--- src/rtl/uart_sched_pkg.sv ---
// Shared types and sizing for the UART frame scheduler: dispatch state encoding,
// default frame size and the derived frame and byte-count widths.
package uart_sched_pkg;

    typedef enum logic [1:0] {
        IDLE        = 2'd0,
        DISPATCH    = 2'd1,
        WAIT_RESULT = 2'd2,
        SEND        = 2'd3
    } sched_state_t;

    // Width of a counter that indexes n bytes; never narrower than one bit.
    function automatic int cnt_width(input int n);
        return (n > 1) ? $clog2(n) : 1;
    endfunction

    localparam int DEFAULT_FRAME_BYTES = 16;
    localparam int DEFAULT_FRAME_W     = 8 * DEFAULT_FRAME_BYTES;
    localparam int DEFAULT_CNT_W       = cnt_width(DEFAULT_FRAME_BYTES);

endpackage

--- src/rtl/uart_frame_assembler.sv ---
// Shifts received bytes into a frame and flags the cycle that completes it.
// UART_SCHED_TIMEOUT_EN adds an idle counter that discards stale partial frames.
module uart_frame_assembler
    import uart_sched_pkg::*;
#(
    parameter int FRAME_BYTES    = DEFAULT_FRAME_BYTES,
    parameter int TIMEOUT_CYCLES = 1_033_400
) (
    input  logic                     clk,
    input  logic                     reset,
    input  logic                     rx_byte_valid,
    input  logic [7:0]               rx_byte,
    output logic                     frame_done,
    output logic [8*FRAME_BYTES-1:0] frame,
    output logic                     timeout_hit
);
    localparam int FRAME_W = 8 * FRAME_BYTES;
    localparam int CNT_W   = cnt_width(FRAME_BYTES);
    localparam logic [CNT_W-1:0] LAST = CNT_W'(FRAME_BYTES - 1);

    if (FRAME_BYTES < 2 || TIMEOUT_CYCLES < 1) begin : g_bad_params
        $error("uart_frame_assembler: FRAME_BYTES must be >= 2 and TIMEOUT_CYCLES >= 1");
    end

    logic [CNT_W-1:0]   count;
    logic [FRAME_W-1:0] shift_q;

    // Bytes enter at the top and move down, so byte 0 ends up in bits [7:0]
    // once the final byte is merged in combinationally.
    assign frame_done = rx_byte_valid && (count == LAST);
    assign frame      = {rx_byte, shift_q[FRAME_W-1:8]};

    always_ff @(posedge clk) begin
        if (reset) begin
            count   <= '0;
            shift_q <= '0;
        end else if (rx_byte_valid) begin
            shift_q <= {rx_byte, shift_q[FRAME_W-1:8]};
            count   <= (count == LAST) ? '0 : count + 1'b1;
        end else if (timeout_hit) begin
            count <= '0;
        end
    end

`ifdef UART_SCHED_TIMEOUT_EN
    logic [31:0] idle_cnt;

    assign timeout_hit = (count != '0) && !rx_byte_valid &&
                         (idle_cnt == 32'(TIMEOUT_CYCLES - 1));

    always_ff @(posedge clk) begin
        if (reset || rx_byte_valid || count == '0 || timeout_hit) begin
            idle_cnt <= '0;
        end else begin
            idle_cnt <= idle_cnt + 32'd1;
        end
    end
`else
    assign timeout_hit = 1'b0;
`endif

endmodule

--- src/rtl/uart_frame_scheduler.sv ---
// Frame scheduler between UART RX/TX and the coprocessor: one-frame pending buffer,
// dispatch FSM and sticky error flags. Timeout behaviour depends on UART_SCHED_TIMEOUT_EN.
module uart_frame_scheduler
    import uart_sched_pkg::*;
#(
    parameter int FRAME_BYTES    = DEFAULT_FRAME_BYTES,
    parameter int TIMEOUT_CYCLES = 1_033_400
) (
    input  logic                     clk,
    input  logic                     reset,
    input  logic                     rx_byte_valid,
    input  logic [7:0]               rx_byte,
    input  logic                     cp_busy,
    output logic [8*FRAME_BYTES-1:0] cp_din,
    output logic                     cp_din_valid,
    input  logic [8*FRAME_BYTES-1:0] cp_dout,
    input  logic                     cp_dout_valid,
    input  logic                     tx_busy,
    output logic [8*FRAME_BYTES-1:0] tx_frame,
    output logic                     tx_trigger,
    output logic [7:0]               frame_count,
    output logic                     err_overrun,
    output logic                     err_timeout,
    output logic [1:0]               state
);
    localparam int FRAME_W = 8 * FRAME_BYTES;

    sched_state_t       state_q;
    logic               frame_done;
    logic               timeout_hit;
    logic [FRAME_W-1:0] frame;
    logic [FRAME_W-1:0] pending_frame;
    logic               pending_valid;
    logic               consume;

    uart_frame_assembler #(
        .FRAME_BYTES   (FRAME_BYTES),
        .TIMEOUT_CYCLES(TIMEOUT_CYCLES)
    ) u_assembler (
        .clk          (clk),
        .reset        (reset),
        .rx_byte_valid(rx_byte_valid),
        .rx_byte      (rx_byte),
        .frame_done   (frame_done),
        .frame        (frame),
        .timeout_hit  (timeout_hit)
    );

    assign consume = (state_q == DISPATCH) && !cp_busy;
    assign state   = state_q;

    always_ff @(posedge clk) begin
        if (reset) begin
            state_q       <= IDLE;
            pending_frame <= '0;
            pending_valid <= 1'b0;
            cp_din        <= '0;
            cp_din_valid  <= 1'b0;
            tx_frame      <= '0;
            tx_trigger    <= 1'b0;
            frame_count   <= '0;
            err_overrun   <= 1'b0;
            err_timeout   <= 1'b0;
        end else begin
            cp_din_valid <= 1'b0;
            tx_trigger   <= 1'b0;
            err_timeout  <= err_timeout | timeout_hit;

            // A full pending slot can still take the new frame if it is dispatched this cycle.
            if (consume) pending_valid <= 1'b0;
            if (frame_done) begin
                if (!pending_valid || consume) begin
                    pending_frame <= frame;
                    pending_valid <= 1'b1;
                end else begin
                    err_overrun <= 1'b1;
                end
            end

            case (state_q)
                IDLE: if (pending_valid || frame_done) state_q <= DISPATCH;
                DISPATCH: if (!cp_busy) begin
                    cp_din       <= pending_frame;
                    cp_din_valid <= 1'b1;
                    state_q      <= WAIT_RESULT;
                end
                // With the transmitter already idle the send fires straight away,
                // so tx_trigger lines up with tx_frame one cycle after the result.
                WAIT_RESULT: if (cp_dout_valid) begin
                    tx_frame <= cp_dout;
                    if (!tx_busy) begin
                        tx_trigger  <= 1'b1;
                        frame_count <= frame_count + 8'd1;
                        state_q     <= IDLE;
                    end else begin
                        state_q <= SEND;
                    end
                end
                SEND: if (!tx_busy) begin
                    tx_trigger  <= 1'b1;
                    frame_count <= frame_count + 8'd1;
                    state_q     <= IDLE;
                end
                default: state_q <= IDLE;
            endcase
        end
    end

endmodule

--- config.mk ---
export PLATFORM = sky130hd
export DESIGN_NAME = uart_frame_scheduler
export DESIGN_NICKNAME = d
export VERILOG_FILES = /design/src/rtl/uart_sched_pkg.sv /design/src/rtl/uart_frame_assembler.sv /design/src/rtl/uart_frame_scheduler.sv
export SDC_FILE = /design/constraint.sdc
export NUM_CORES = 1
export LEC_CHECK = 0
export BUFFER_PORTS_ARGS = -buffer_cell sky130_fd_sc_hd__buf_2
export CORE_ASPECT_RATIO = 0.75
export CORE_UTILIZATION = 55
export CTS_CLUSTER_DIAMETER = 40
export DETAILED_ROUTE_END_ITERATION = 12
export PLACE_DENSITY_LB_ADDON = 0.25
export SLEW_MARGIN = 20
export SYNTH_ARGS = -nofsm -noshare
export SYNTH_HDL_FRONTEND = slang
export SYNTH_SLANG_ARGS = --single-unit
--- constraint.sdc ---
create_clock -name clk -period 4.2 [get_ports clk]
set_clock_uncertainty 0.15 [all_clocks]
set_input_delay 0.21 -clock clk [delete_from_list [all_inputs] [get_ports clk]]
set_output_delay 0.21 -clock clk [all_outputs]
set_load 0.01 [all_outputs]
# ---- Yosys cells after proc, flatten, opt, wreduce, memory -nomap -nowiden
# Cells that the tools add are included.
# W data, S select, Z words.
dict set report word_totals {
  ram_bits 0
  latch_bits 0
  word_cells 56
  register_bits 530
  memories 0
  mem_bits_ro 0
}
dict set report op_classes {
  div_mod_pow 0
  order_cmp 0
  bitwise_logic 3
  mux 17
  n_reduce_logical 15
  eq_ne 8
  multipliers 0
  shift 0
  add_sub_neg 2
}
# operator n
set ops {}
lappend ops {{$mux W8} 2}
lappend ops {{$pmux W8 S2} 1}
lappend ops {{$mux W2} 5}
lappend ops {{$reduce_and A2 Y1} 5}
lappend ops {{$add A8 B1 Y8 const B} 1}
lappend ops {{$ne A2 B2 Y1 const B} 4}
lappend ops {{$pmux W2 S4} 1}
lappend ops {{$mux W1} 6}
lappend ops {{$add A4 B1 Y4 const B} 1}
lappend ops {{$eq A2 B2 Y1 const B} 2}
lappend ops {{$eq A4 B4 Y1 const B} 1}
lappend ops {{$mux W4} 1}
lappend ops {{$reduce_and A4 Y1} 1}
lappend ops {{$not A1 Y1} 3}
lappend ops {{$eq A2 B1 Y1 const B} 1}
lappend ops {{$logic_and A1 B1 Y1} 2}
lappend ops {{$logic_not A1 Y1} 2}
lappend ops {{$logic_not A2 Y1} 1}
lappend ops {{$logic_or A1 B1 Y1} 2}
lappend ops {{$pmux W1 S2} 1}
lappend ops {{$reduce_bool A2 Y1} 1}
lappend ops {{$reduce_or A2 Y1} 1}

# ---- Depth between registers and ports, before layout
# Gate-level depths: netlist of run 1.
dict set report logic_depth {
  depth_word 5
  ltp_mapped 7
}

# ---- Cells and area by module
# From an unflattened synthesis of run 1, not the netlist that was laid out.
dict set report hier_totals {
  hier_cells 2158
  hier_area_um2 19656.4
}
# module area_each_um2 cells_per_inst n_inst
set by_module_without_submodules {}
lappend by_module_without_submodules {uart_frame_scheduler 15169.5 1741 1}
lappend by_module_without_submodules {uart_frame_assembler 4486.8 417 1}

# ---- Least setup slack after synthesis of run 1
# OpenSTA, ideal clock, no wires.
dict set report synth_timing {
  kind {register to register}
  start {register state_q[0] (netlist: state[0])}
  end {register pending_frame[16]}
  t_required_ps 3907
  path_stages_with_launch 8
  arrival_ps 1604
  setup_ps 143
  setup_slack_ps 2302
  path_cell_list {dfxtp_1 or3b_1 buf_2 a21o_1 clkbuf_1 buf_2 nand2_1 a21oi_2}
}
dict set report synth_between {
  elab_chain_len 4
}
# element line_no
set synth_rtl {}
lappend synth_rtl {{from (decl)} uart_frame_scheduler.sv:28} ;# sched_state_t state_q;
lappend synth_rtl {{from (signal assigned)} uart_frame_scheduler.sv:54} ;# state_q <= IDLE;
lappend synth_rtl {{from (signal assigned)} uart_frame_scheduler.sv:81} ;# IDLE: if (pending_valid || frame_done) state_q <= DISPATCH;
lappend synth_rtl {{from (signal assigned)} uart_frame_scheduler.sv:85} ;# state_q <= WAIT_RESULT;
lappend synth_rtl {{$eq A2 B1 Y1} uart_frame_scheduler.sv:49} ;# assign consume = (state_q == DISPATCH) && !cp_busy;
lappend synth_rtl {{$logic_and A1 B1 Y1} uart_frame_scheduler.sv:49}
lappend synth_rtl {{$logic_or A1 B1 Y1} uart_frame_scheduler.sv:72} ;# if (!pending_valid || consume) begin
lappend synth_rtl {{$reduce_and A2 Y1 (no line)} n/a}
lappend synth_rtl {{to (signal assigned)} uart_frame_scheduler.sv:73} ;# pending_frame <= frame;
lappend synth_rtl {{to (decl)} uart_frame_scheduler.sv:32} ;# logic [FRAME_W-1:0] pending_frame;
# Every way passes these cells.
# A chain may end at the register's enable or synchronous reset.

# ---- Final worst setup path of run 1
dict set report layout_timing {
  start {register state_q[1] (netlist: state[1])}
  end {register pending_frame[71]}
}
# The elaborated chain is that of the path after synthesis.

==> results of run 1 <==
## area by class of cell
class,count,area share (%)
well taps,442,2.36
multi-input cells,1459,29.7
inverters,3,0.0481
flip-flops and latches,522,44.6
clock buffers,74,6.64
clock inverters,15,0.716
diodes,1,0.0107
repair buffers,570,15.9
## cell usage in the layout (no fill, tap or decap), drive strengths merged, types with 3 or more instances in the layout
cell type    count
xnor2            6
nor2           136
clkinv           7
nand2          772
a21oi          391
nor3             5
buf            428
clkinvlp         4
nand3            4
bufinv           3
clkbuf          74
inv              4
dfxtp          522
mux2i          121
dlygate4sd3    142
## final timing paths
| path | end | cells after the start | startpoint |
|---|---|---|---|
| worst max register to register | pending_frame[71]$_SDFFE_PP0P_ | 5 | state[1]$_SDFFE_PP0P_ |
| worst max-delay path | pending_frame[71]$_SDFFE_PP0P_ | 5 | state[1]$_SDFFE_PP0P_ |
| worst min register to register | cp_din[50]$_SDFFE_PP0P_ | 2 | pending_frame[50]$_SDFFE_PP0P_ |
| worst min-delay path | cp_din[60]$_SDFFE_PP0P_ | 2 | reset |
## cell families after synthesis
logic type               Yosys count
flip-flops                       522
other                              1
multiplexers                     121
AND/OR/NAND/NOR                  927
XOR/XNOR                           7
buffers and inverters            162
adder cells (fa/ha/maj)            2
AO/OA/AOI/OAI                    401
## state kept, by name, summed over array words and instances, names as in the netlist
| name | flops |
|---|---|
| cp_din | 128 |
| cp_din_valid | 1 |
| err_overrun | 1 |
| frame_count | 8 |
| pending_frame | 128 |
| pending_valid | 1 |
| state | 2 |
| tx_frame | 128 |
| tx_trigger | 1 |
| u_assembler.count | 4 |
| u_assembler.shift_q | 120 |
## Yosys cell counts (4+ instances only)
cell type / instances
mux2i_1: 121
buf_1: 9
nor3_1: 5
xnor2_1: 6
buf_6: 13
buf_2: 21
a21oi_2: 18
clkbuf_1: 114
a21oi_1: 372
nor2_1: 136
nand3_1: 4
nand2_1: 772
dfxtp_1: 522
## metrics by stage
step                      setup WS, ns  total power, uW  utilization, %
after floorplan                   2.30             5210               -
after global placement            1.36             5310            62.6
after detailed placement          1.24             5310            62.6
after CTS                         1.22            10000            72.3
after global routing              1.02            10200            72.3
final                             1.27             9940            72.3
## routing by layer
layer	up-vias	routed length, um	global-route usage (%)
met3	200	3060	6.04
met4	0	2510	15.7
li1	7860	-	-
met1	7670	21800	37.3
met2	596	23700	46.4
met5	-	0	0
## power groups by stage
stage               logic [uW]  clock network [uW]  registers, uW
floorplan                  136                   0           5080
global placement           224                   0           5080
detailed placement         227                   0           5080
CTS                        335                4690           4970
global route               366                4900           4970
finish                     346                4630           4970
==> key figures, run 1 <==
GRT
  – Largest net degree at the start of global routing: 148
  – Number of global-route vias before repair: approximately 16000
  – Gr usage total: 29.2%
  – Wire length of the first global-routing pass: 79800 um
  – Total grt overflow: 0
  – Antenna violations before repair: 1

Power
  – Leak pwr: 0.00953 uW
  – Seq pwr share: 50.0%
  – Power density over the cells: 425 nW/um^2
  – Worst supply voltage drop on vdd: 0.234 mV
  – Sw Pwr: ~2100 uW
  – Internal: 7880 uW
  – Power share of the clock group: 46.5%
  – Proportion of total power due to net switching: 20.7%
  – Combinational share of power: 3.5%

Worst setup path
  – Buffering stage count on the worst path with inverters included: 1
  – Worst Path Required: between 4 and 5 ns
  – Critical path startpoint category: register
  – Worst Path Class, Setup: reg2reg
  – Crit path largest cell delay: 0.82 ns
  – Worst reg-to-reg setup slack: 1.27 ns
  – Crit-path cells: or3b_4 > a21o_4 > buf_12 > nand2_1 > a21oi_1
  – Highest fanout seen on the critical path: 84
  – CP max-delay cell: a21o_4
  – Arrival time at the worst endpoint: 3.27 ns
  – Family with the most delay on the worst path: compound AO/OA/AOI/OAI gates
  – Crit. End Element: register

Route
  – Routed vias/inst: 5.29
  – DRC violations left: 0
  – Iteration-0 DRC Markers: 1297
  – Number of search-and-repair iterations in the first detailed-routing pass: 5
  – Total detailed-routing wirelength: 51100 um
  – Number of antenna-violating nets in the routed design: 0
  – Via count: between 15000 and 20000
  – DR WL/cell: 16.6 um

Timing
  – Maximum clock frequency: ~340 MHz
  – Setup total negative slack: 0 ns
  – Slew @ Worst Pin: 0.943 ns
  – Final Hold Violating Endpoints: 0
  – Rel. slew slack: 37.2%
  – Min Tclk post-route: 2.93 ns
  – Smallest hold slack: between 0.04 and 0.05 ns
  – Ratio of final minimum period to clock period: 69.7%
  – RSZ-0062 raised after global routing: false
  – Max-slew violation count: 0
  – Setup violations, final: 0

Finish
  – Reg area: about 10000 um^2
  – Final standard cell area without fillers: between 20000 and 25000 um^2
  – Relative area change from synthesis to final layout: 29.1%
  – Number of nets in the layout: 2751
  – Filler cells: 2429
  – Cell Count, Final, Fillers Out: between 3000 and 4000
  – Area taken by multi-input logic gates: 6960 um^2
  – Share of layout cells above drive strength 1: 20.3%

Clock network
  – Count of clock tree sinks: 522
  – Insertion delay to the later sink of the worst-skew pair: 0.56 ns
  – CTS HTree Levels: 2
  – Clock-pin transition on the worst setup and hold timing paths: approximately 0.06 ns
  – CTS buffer count: 51
  – Hold buffer count at cts: 142
  – Buffer count from post-CTS setup fixing: 0
  – Clock tree root buffer cell: clkbuf_16
  – TritonCTS clock tree: built
  – Buffer levels on the longest clock path: 3
  – Resized cells post-CTS: 0

Synth
  – Most frequently used flop master after synthesis: dfxtp_1
  – Cell Area, Synth: 18100 um^2
  – Main area contributors after synthesis: dfxtp_1 (58%), nand2_1 (16%), a21oi_1 (10%)
  – FF+latch count, synth: 522
  – Post-synthesis adder-cell area fraction: 0.138%
  – Synthesized-area fraction occupied by and/or/nand/nor cells: between 10% and 20%
  – Number of standard cells after synthesis: 2143
  – Netlist cell types: 35
  – Post-synthesis compound-gate area fraction: 11.6%
  – Post-synthesis average cell area: 8.46 um^2
  – Nets in the synthesized netlist: 2287
  – Yosys warning total: 0
  – Post-synth top area share: 57.6%
  – Sequential-to-total area share from yosys stat: 57.6%
  – Multiplexer share of the synthesized area: 6.68%
  – Most area-hungry cell type in the Yosys netlist: dfxtp_1
  – EDFF count, synth: 0
  – Main combinational cell family by area after synthesis: simple AND/OR/NAND/NOR gates
  – XOR/XNOR share of the synthesized area: 0.338%
  – Fraction of registers with async set or reset after synthesis: 0%

Floorplanning
  – Number of I/O pins: 412
  – Die extent in y: 159 um
  – Number of standard-cell rows in the floorplan: 57
  – DIE AREA: around 34000 um^2
  – Horizontal die dimension: 212 um
  – Initial standard-cell utilization of the core: 56.0%
  – Standard cell core area: 32400 um^2

Run status
  – Result of the run: complete, no violations

Placed design
  – Instance area at placement: around 20000 um^2
  – Number of cells after detailed placement: between 2000 and 3000
  – Port Buf Inserts: a little over 400
  – Placer's final routability congestion estimate: ~0.8
  – Post-detailed-placement half-perimeter wirelength: 30600 um

Run
  – Maximum capacitance violations: 0

Hold path
  – Min-delay worst type: in2reg
Note: power is estimated with default switching activity, not from simulation.
==> inputs of run 2 (changes only) <==
CORE_UTILIZATION = 53   (was 55)
clock period = 2.8 ns   (was 4.2 ns; I/O delays follow)
==> run 2 against run 1 <==
  * Combinational power rose by 50%
  * Clock-buffer cell count rose by 1
  * Cell area rose by 0.30%
  * Fmax rose by 9.2%
  * Critical path depth rose by 2
  * Power rose by 51%
  * Hold slack improved by 0.16 ns
  * Critical endpoint is now pending_frame[127]$_SDFFE_PP0P_
  * Largest cell class unchanged
==> key figures, run 2 (synthesized netlist as in run 1, its figures left out) <==
Timing
  – Max-slew violation count: 0
  – Final Hold Violating Endpoints: 0
  – Ratio of final minimum period to clock period: 95.7%
  – RSZ-0062 raised after global routing: false
  – Min Tclk post-route: 2.68 ns
  – Setup total negative slack: 0 ns
  – Rel. slew slack: 40.8%
  – Smallest hold slack: 0.206 ns
  – Maximum clock frequency: 373 MHz
  – Crit path setup slack, layout: 0.119 ns
  – Slew @ Worst Pin: 0.888 ns
  – Setup violations, final: 0

Floorplanning
  – Number of standard-cell rows in the floorplan: 58
  – Horizontal die dimension: about 220 um
  – Initial standard-cell utilization of the core: a little over half
  – DIE AREA: 35000 um^2
  – Number of I/O pins: 412
  – Die extent in y: 162 um
  – Standard cell core area: 33600 um^2

Finish
  – Largest registers: cp_din x128, pending_frame x128, tx_frame x128
  – Share of layout cells above drive strength 1: 20.1%
  – Most common library cell in the layout ignoring fill and taps: nand2_1
  – Post-route core utilization: 69.9%
  – Number of nets in the layout: 2750
  – Relative area change from synthesis to final layout: 29.5%
  – Commonest non-fill, non-tap cells in the layout: nand2_1 (772), dfxtp_1 (521), buf_2 (408)
  – Cell Count, Final, Fillers Out: 3097

Hold path
  – Hold worst-path end: tx_frame[25]$_SDFFE_PP0P_
  – Worst Hold Launch: cp_dout[25]
  – Cells on Worst Hold Path: 4
  – Min-delay worst type: in2reg

GRT
  – Wire length of the first global-routing pass: approximately 78000 um
  – Total grt overflow: 0
  – Antenna violations before repair: 2
  – Gr usage total: 27.4%
  – Number of global-route vias before repair: 15455
  – Largest net degree at the start of global routing: about 130

Worst setup path
  – Critical path startpoint category: register
  – Worst Path Required: 3.10 ns
  – Reg-to-Reg End: pending_frame[127]$_SDFFE_PP0P_
  – Worst reg2reg startpoint: u_assembler.count[0]$_SDFFE_PP0P_
  – Highest fanout seen on the critical path: 86
  – Arrival time at the worst endpoint: approximately 3 ns
  – Worst Path Class, Setup: reg2reg
  – Worst reg-to-reg setup slack: roughly 0.12 ns
  – Crit. End Element: register
  – Number of cells on the worst reg-to-reg path: 7

Placed design
  – Worst setup timing slack at the placement stage: 0.627 ns
  – Placer's final routability congestion estimate: 0.853
  – Post-detailed-placement half-perimeter wirelength: between 30000 and 40000 um
  – Port Buf Inserts: 410
  – Number of cells after detailed placement: 2859

Route
  – Routed vias/inst: 5.24
  – Number of search-and-repair iterations in the first detailed-routing pass: 5
  – Iteration-0 DRC Markers: 1269
  – Number of antenna-violating nets in the routed design: 0
  – DRC violations left: 0
  – Total detailed-routing wirelength: ~50000 um
  – Via count: 16222
  – DR WL/cell: ~16 um

Clock network
  – Clock tree root buffer cell: clkbuf_16
  – Clock-pin transition on the worst setup and hold timing paths: approximately 0.060 ns
  – TritonCTS clock tree: built
  – Count of clock tree sinks: 522
  – CTS buffer count: 52
  – Insertion delay to the later sink of the worst-skew pair: 0.57 ns
  – CTS HTree Levels: 2
  – Buffer levels on the longest clock path: 3

Power
  – Power density over the cells: 639 nW/um^2
  – Leak pwr: 0.00954 uW
  – Power share of the clock group: a little under half
  – Worst supply voltage drop on vdd: 0.412 mV
  – Proportion of total power due to net switching: 20.9%
  – Combinational share of power: 3.5%
  – Seq pwr share: 49.7%
  – Internal: 11900 uW
  – Sw Pwr: roughly 3100 uW

Run
  – Maximum capacitance violations: 0

Run status
  – Result of the run: complete, no violations
## run 2: cell types whose count changed in the layout (fill, tap and decap cells not counted), moves of 2 or more
cell / change
buf_4: -8
clkbuf_1: +8
clkbuf_8: -7
buf_12: +5
clkinv_4: +4
bufinv_16: +2
clkinvlp_4: -2
## run 2: repair_timing
item / in CTS / in global routing
gates resized for setup: 0 / 1
endpoints found under the hold margin: 212 / 0
buffers inserted: 0 / 0
hold buffers: 142 / 0
endpoints found under the setup margin: 0 / 1
## run 2: worst max-delay path by stage
stage / from / endpoint / slack (ns) / cells after the start
6_report: u_assembler.count[0]$_SDFFE_PP0P_ / pending_frame[127]$_SDFFE_PP0P_ / 0.12 / 7
5_1_grt: u_assembler.count[0]$_SDFFE_PP0P_ / pending_frame[127]$_SDFFE_PP0P_ / 0.01 / 7
2_1_floorplan: state[0]$_SDFFE_PP0P_ / pending_frame[16]$_SDFFE_PP0P_ / 0.90 / 7
3_3_place_gp: state[0]$_SDFFE_PP0P_ / pending_frame[54]$_SDFFE_PP0P_ / 0.69 / 5
3_5_place_dp: state[0]$_SDFFE_PP0P_ / pending_frame[93]$_SDFFE_PP0P_ / 0.63 / 5
4_1_cts: state[0]$_SDFFE_PP0P_ / pending_frame[127]$_SDFFE_PP0P_ / 0.10 / 6
## run 2: area by class of cell
| class | count | area [um^2] |
|---|---|---|
| repair buffers | 567 | 3750 |
| clock inverters | 18 | 243 |
| clock buffers | 75 | 1490 |
| flip-flops and latches | 522 | 10500 |
| fillers | 2549 | 10100 |
| well taps | 450 | 563 |
| multi-input cells | 1460 | 6970 |
| inverters | 3 | 11.3 |
| diodes | 2 | 5.00 |
## run 2: per-layer routing
| metal | wire length [um] | part of all wire [%] | track usage, % |
|---|---|---|---|
| met4 | 2310 | 4.6 | 13.2 |
| met5 | 0 | 0 | 0 |
| met3 | 2860 | 5.7 | 5.24 |
| met1 | 22000 | 44 | 36.0 |
| met2 | 23300 | 46 | 43.5 |
## run 2: power groups by stage
| stage | combinational (uW) | sequential, uW | clock (uW) |
|---|---|---|---|
| final | 519 | 7460 | 7020 |
| after floorplan | 204 | 7620 | 0 |
| after CTS | 508 | 7460 | 7140 |
| after detailed placement | 345 | 7630 | 0 |
| after global routing | 550 | 7460 | 7470 |
| after global placement | 342 | 7620 | 0 |
## run 2: worst max-delay path: stages, from the launching register on
cell	delay, ns
dfxtp_1	0.39
ha_1	0.25
nand4_1	0.31
a21o_4	0.40
buf_12	0.25
nand2_1	0.12
a21oi_1	0.06
dlygate4sd3_1	0.57
## run 2: metrics by stage
| step | area (um^2) | power (uW) |
|---|---|---|
| floorplan | 18100 | 7820 |
| global placement | 20300 | 7970 |
| detailed placement | 20300 | 7970 |
| CTS | 23500 | 15100 |
| global route | 23500 | 15500 |
| finish | 23500 | 15000 |
==> inputs of run 3 (changes only) <==
CORE_UTILIZATION = 48   (was 53)
clock period = 2.3 ns   (was 2.8 ns; I/O delays follow)
==> run 3 against run 2 <==
  * Clock power is 29% higher
  * Setup slack better by 0.15 ns
  * Critical endpoint is now pending_frame[92]$_SDFFE_PP0P_
  * Critical path type unchanged
  * First-iteration DRC count is 7.0% lower
  * Combinational power is 28% higher
  * Register-to-register slack better by 0.15 ns
  * Sequential power is 22% higher
==> key figures, run 3 (synthesized netlist as in run 1, its figures left out) <==
Worst setup path
  – Worst reg-to-reg setup slack: 0.27 ns
  – Reg-to-Reg End: pending_frame[92]$_SDFFE_PP0P_
  – Highest fanout seen on the critical path: between 40 and 50
  – Arrival time at the worst endpoint: 2.38 ns
  – Worst Path Class, Setup: reg2reg
  – Crit. End Element: register
  – Critical path startpoint category: register
  – Worst reg2reg startpoint: u_assembler.count[0]$_SDFFE_PP0P_
  – Worst Path Required: 2.64 ns
  – Crit. Startpoint: u_assembler.count[0]$_SDFFE_PP0P_
  – Number of cells on the worst reg-to-reg path: 6

Floorplanning
  – DIE AREA: 38600 um^2
  – Number of standard-cell rows in the floorplan: 61
  – Die extent in y: about 170 um
  – Initial standard-cell utilization of the core: 48.8%
  – Number of I/O pins: 412
  – Horizontal die dimension: 226 um
  – Standard cell core area: 37200 um^2

Timing
  – Rel. slew slack: 32.3%
  – Max-slew violation count: 0
  – Setup total negative slack: 0 ns
  – Crit path setup slack, layout: 0.267 ns
  – Maximum clock frequency: 492 MHz
  – Ratio of final minimum period to clock period: about nine tenths
  – Slew @ Worst Pin: ~1 ns
  – Setup violations, final: 0
  – Min Tclk post-route: 2.03 ns
  – Final Hold Violating Endpoints: 0
  – RSZ-0062 raised after global routing: false

Finish
  – Final standard cell area without fillers: 24000 um^2
  – Post-route core utilization: between 60 and 70%
  – Filler cells: between 3000 and 4000
  – Number of nets in the layout: ~2800
  – Share of layout cells above drive strength 1: 21.1%
  – Most common library cell in the layout ignoring fill and taps: nand2_1
  – Area taken by multi-input logic gates: about 7000 um^2
  – Largest registers: cp_din x128, pending_frame x128, tx_frame x128
  – Relative area change from synthesis to final layout: 32.2%
  – Commonest non-fill, non-tap cells in the layout: nand2_1 (772), dfxtp_1 (522), buf_2 (408)
  – Reg area: 10500 um^2

Placed design
  – Worst setup timing slack at the placement stage: 0.326 ns
  – Placer's final routability congestion estimate: 0.798
  – Instance area at placement: around 21000 um^2
  – Post-detailed-placement half-perimeter wirelength: ~32000 um
  – Port Buf Inserts: 410

Hold path
  – Hold worst-path end: tx_frame[9]$_SDFFE_PP0P_
  – Min-delay worst type: in2reg
  – Worst Hold Launch: cp_dout[9]
  – Cells on Worst Hold Path: 4

Route
  – Total detailed-routing wirelength: slightly above 50000 um
  – DR WL/cell: about 16 um
  – Via count: between 15000 and 20000
  – Number of search-and-repair iterations in the first detailed-routing pass: 5
  – Routed vias/inst: 5.11
  – Number of antenna-violating nets in the routed design: 0
  – DRC violations left: 0
  – Iteration-0 DRC Markers: ~1200

GRT
  – Antenna violations before repair: 2
  – Number of global-route vias before repair: 15193
  – Largest net degree at the start of global routing: 132
  – Gr usage total: between 20 and 30%
  – Wire length of the first global-routing pass: 78300 um
  – Total grt overflow: 0

Clock network
  – Clock tree root buffer cell: clkbuf_16
  – CTS buffer count: 55
  – Resized cells post-CTS: 0
  – Insertion delay to the later sink of the worst-skew pair: 0.58 ns
  – Clock-pin transition on the worst setup and hold timing paths: approximately 0.060 ns
  – Count of clock tree sinks: 522
  – Buffer levels on the longest clock path: 3
  – CTS HTree Levels: 2
  – TritonCTS clock tree: built

Run
  – Maximum capacitance violations: 0

Power
  – Power density over the cells: 785 nW/um^2
  – Worst supply voltage drop on vdd: 0.516 mV
  – Leak pwr: just under 0.01 uW

Run status
  – Result of the run: complete, no violations
-- run 3: changes by cell type in the layout (fill, tap and decap cells not counted), sizes merged --
| cell | before | now |
|---|---|---|
| clkbuf | 75 | 78 |
| a21o | 2 | 1 |
| inv | 4 | 8 |
| clkinvlp | 2 | 4 |
| clkinv | 10 | 9 |
| buf | 425 | 447 |
| diode | 2 | 3 |
-- run 3: worst max path at each step --
| stage | end | slack [ns] | cells after the start |
|---|---|---|---|
| finish | pending_frame[92]$_SDFFE_PP0P_ | 0.27 | 6 |
| global route | pending_frame[94]$_SDFFE_PP0P_ | 0.14 | 6 |
| CTS | tx_frame[56]$_SDFFE_PP0P_ | 0.10 | 5 |
| detailed placement | pending_frame[2]$_SDFFE_PP0P_ | 0.33 | 5 |
| global placement | pending_frame[124]$_SDFFE_PP0P_ | 0.37 | 5 |
| floorplan | pending_frame[16]$_SDFFE_PP0P_ | 0.40 | 7 |
-- run 3: routing by layer --
layer / vias to the layer above / track usage [%] / part of all wire, %
met1: 7645 / 32.7 / 43
met5: - / 0 / 0
met3: 159 / 5.11 / 5.8
li1: 7926 / - / -
met2: 531 / 40.3 / 47
met4: 0 / 10.9 / 3.9
-- run 3: cell type report --
class                           count  share of cell area [%]
Sequential cell                   522                    43.6
Clock buffer                       78                    6.64
Tap cell                          504                    2.63
Inverter                            3                  0.0470
Clock inverter                     23                    1.25
Antenna cell                        3                  0.0313
Multi-Input combinational cell   1459                    29.0
Timing Repair Buffer              589                    16.8
-- run 3: stage by stage --
step | hold WS [ns] | power [uW] | cells
final | 0.176 | 18800 | 3181
after CTS | 0.143 | 19000 | 3176
after global placement | 0.205 | 9730 | 2933
after global routing | 0.178 | 19500 | 3180
after detailed placement | 0.209 | 9740 | 2933
after floorplan | 0.101 | 9520 | 2143
-- run 3: repair_timing --
action / 4_1_cts / 5_1_grt
setup buffers: 0 / 2
endpoints found under the hold margin: 199 / 0
endpoints found under the setup margin: 0 / 1
hold buffers: 142 / 0
-- run 3: report_power, final --
group          total [uW]  internal, uW  leakage, uW  switching (uW)
combinational         666           347      0.00464             319
sequential           9080          9060      0.00420            21.7
clock                9090          5420     0.000920            3660
-- run 3: critical path, stage by stage (launching register included) --
cell	delay (ns)
dfxtp_1	0.34
ha_1	0.26
nand4_1	0.20
a21o_4	0.41
buf_12	0.31
nand2_1	0.10
a21oi_1	0.15
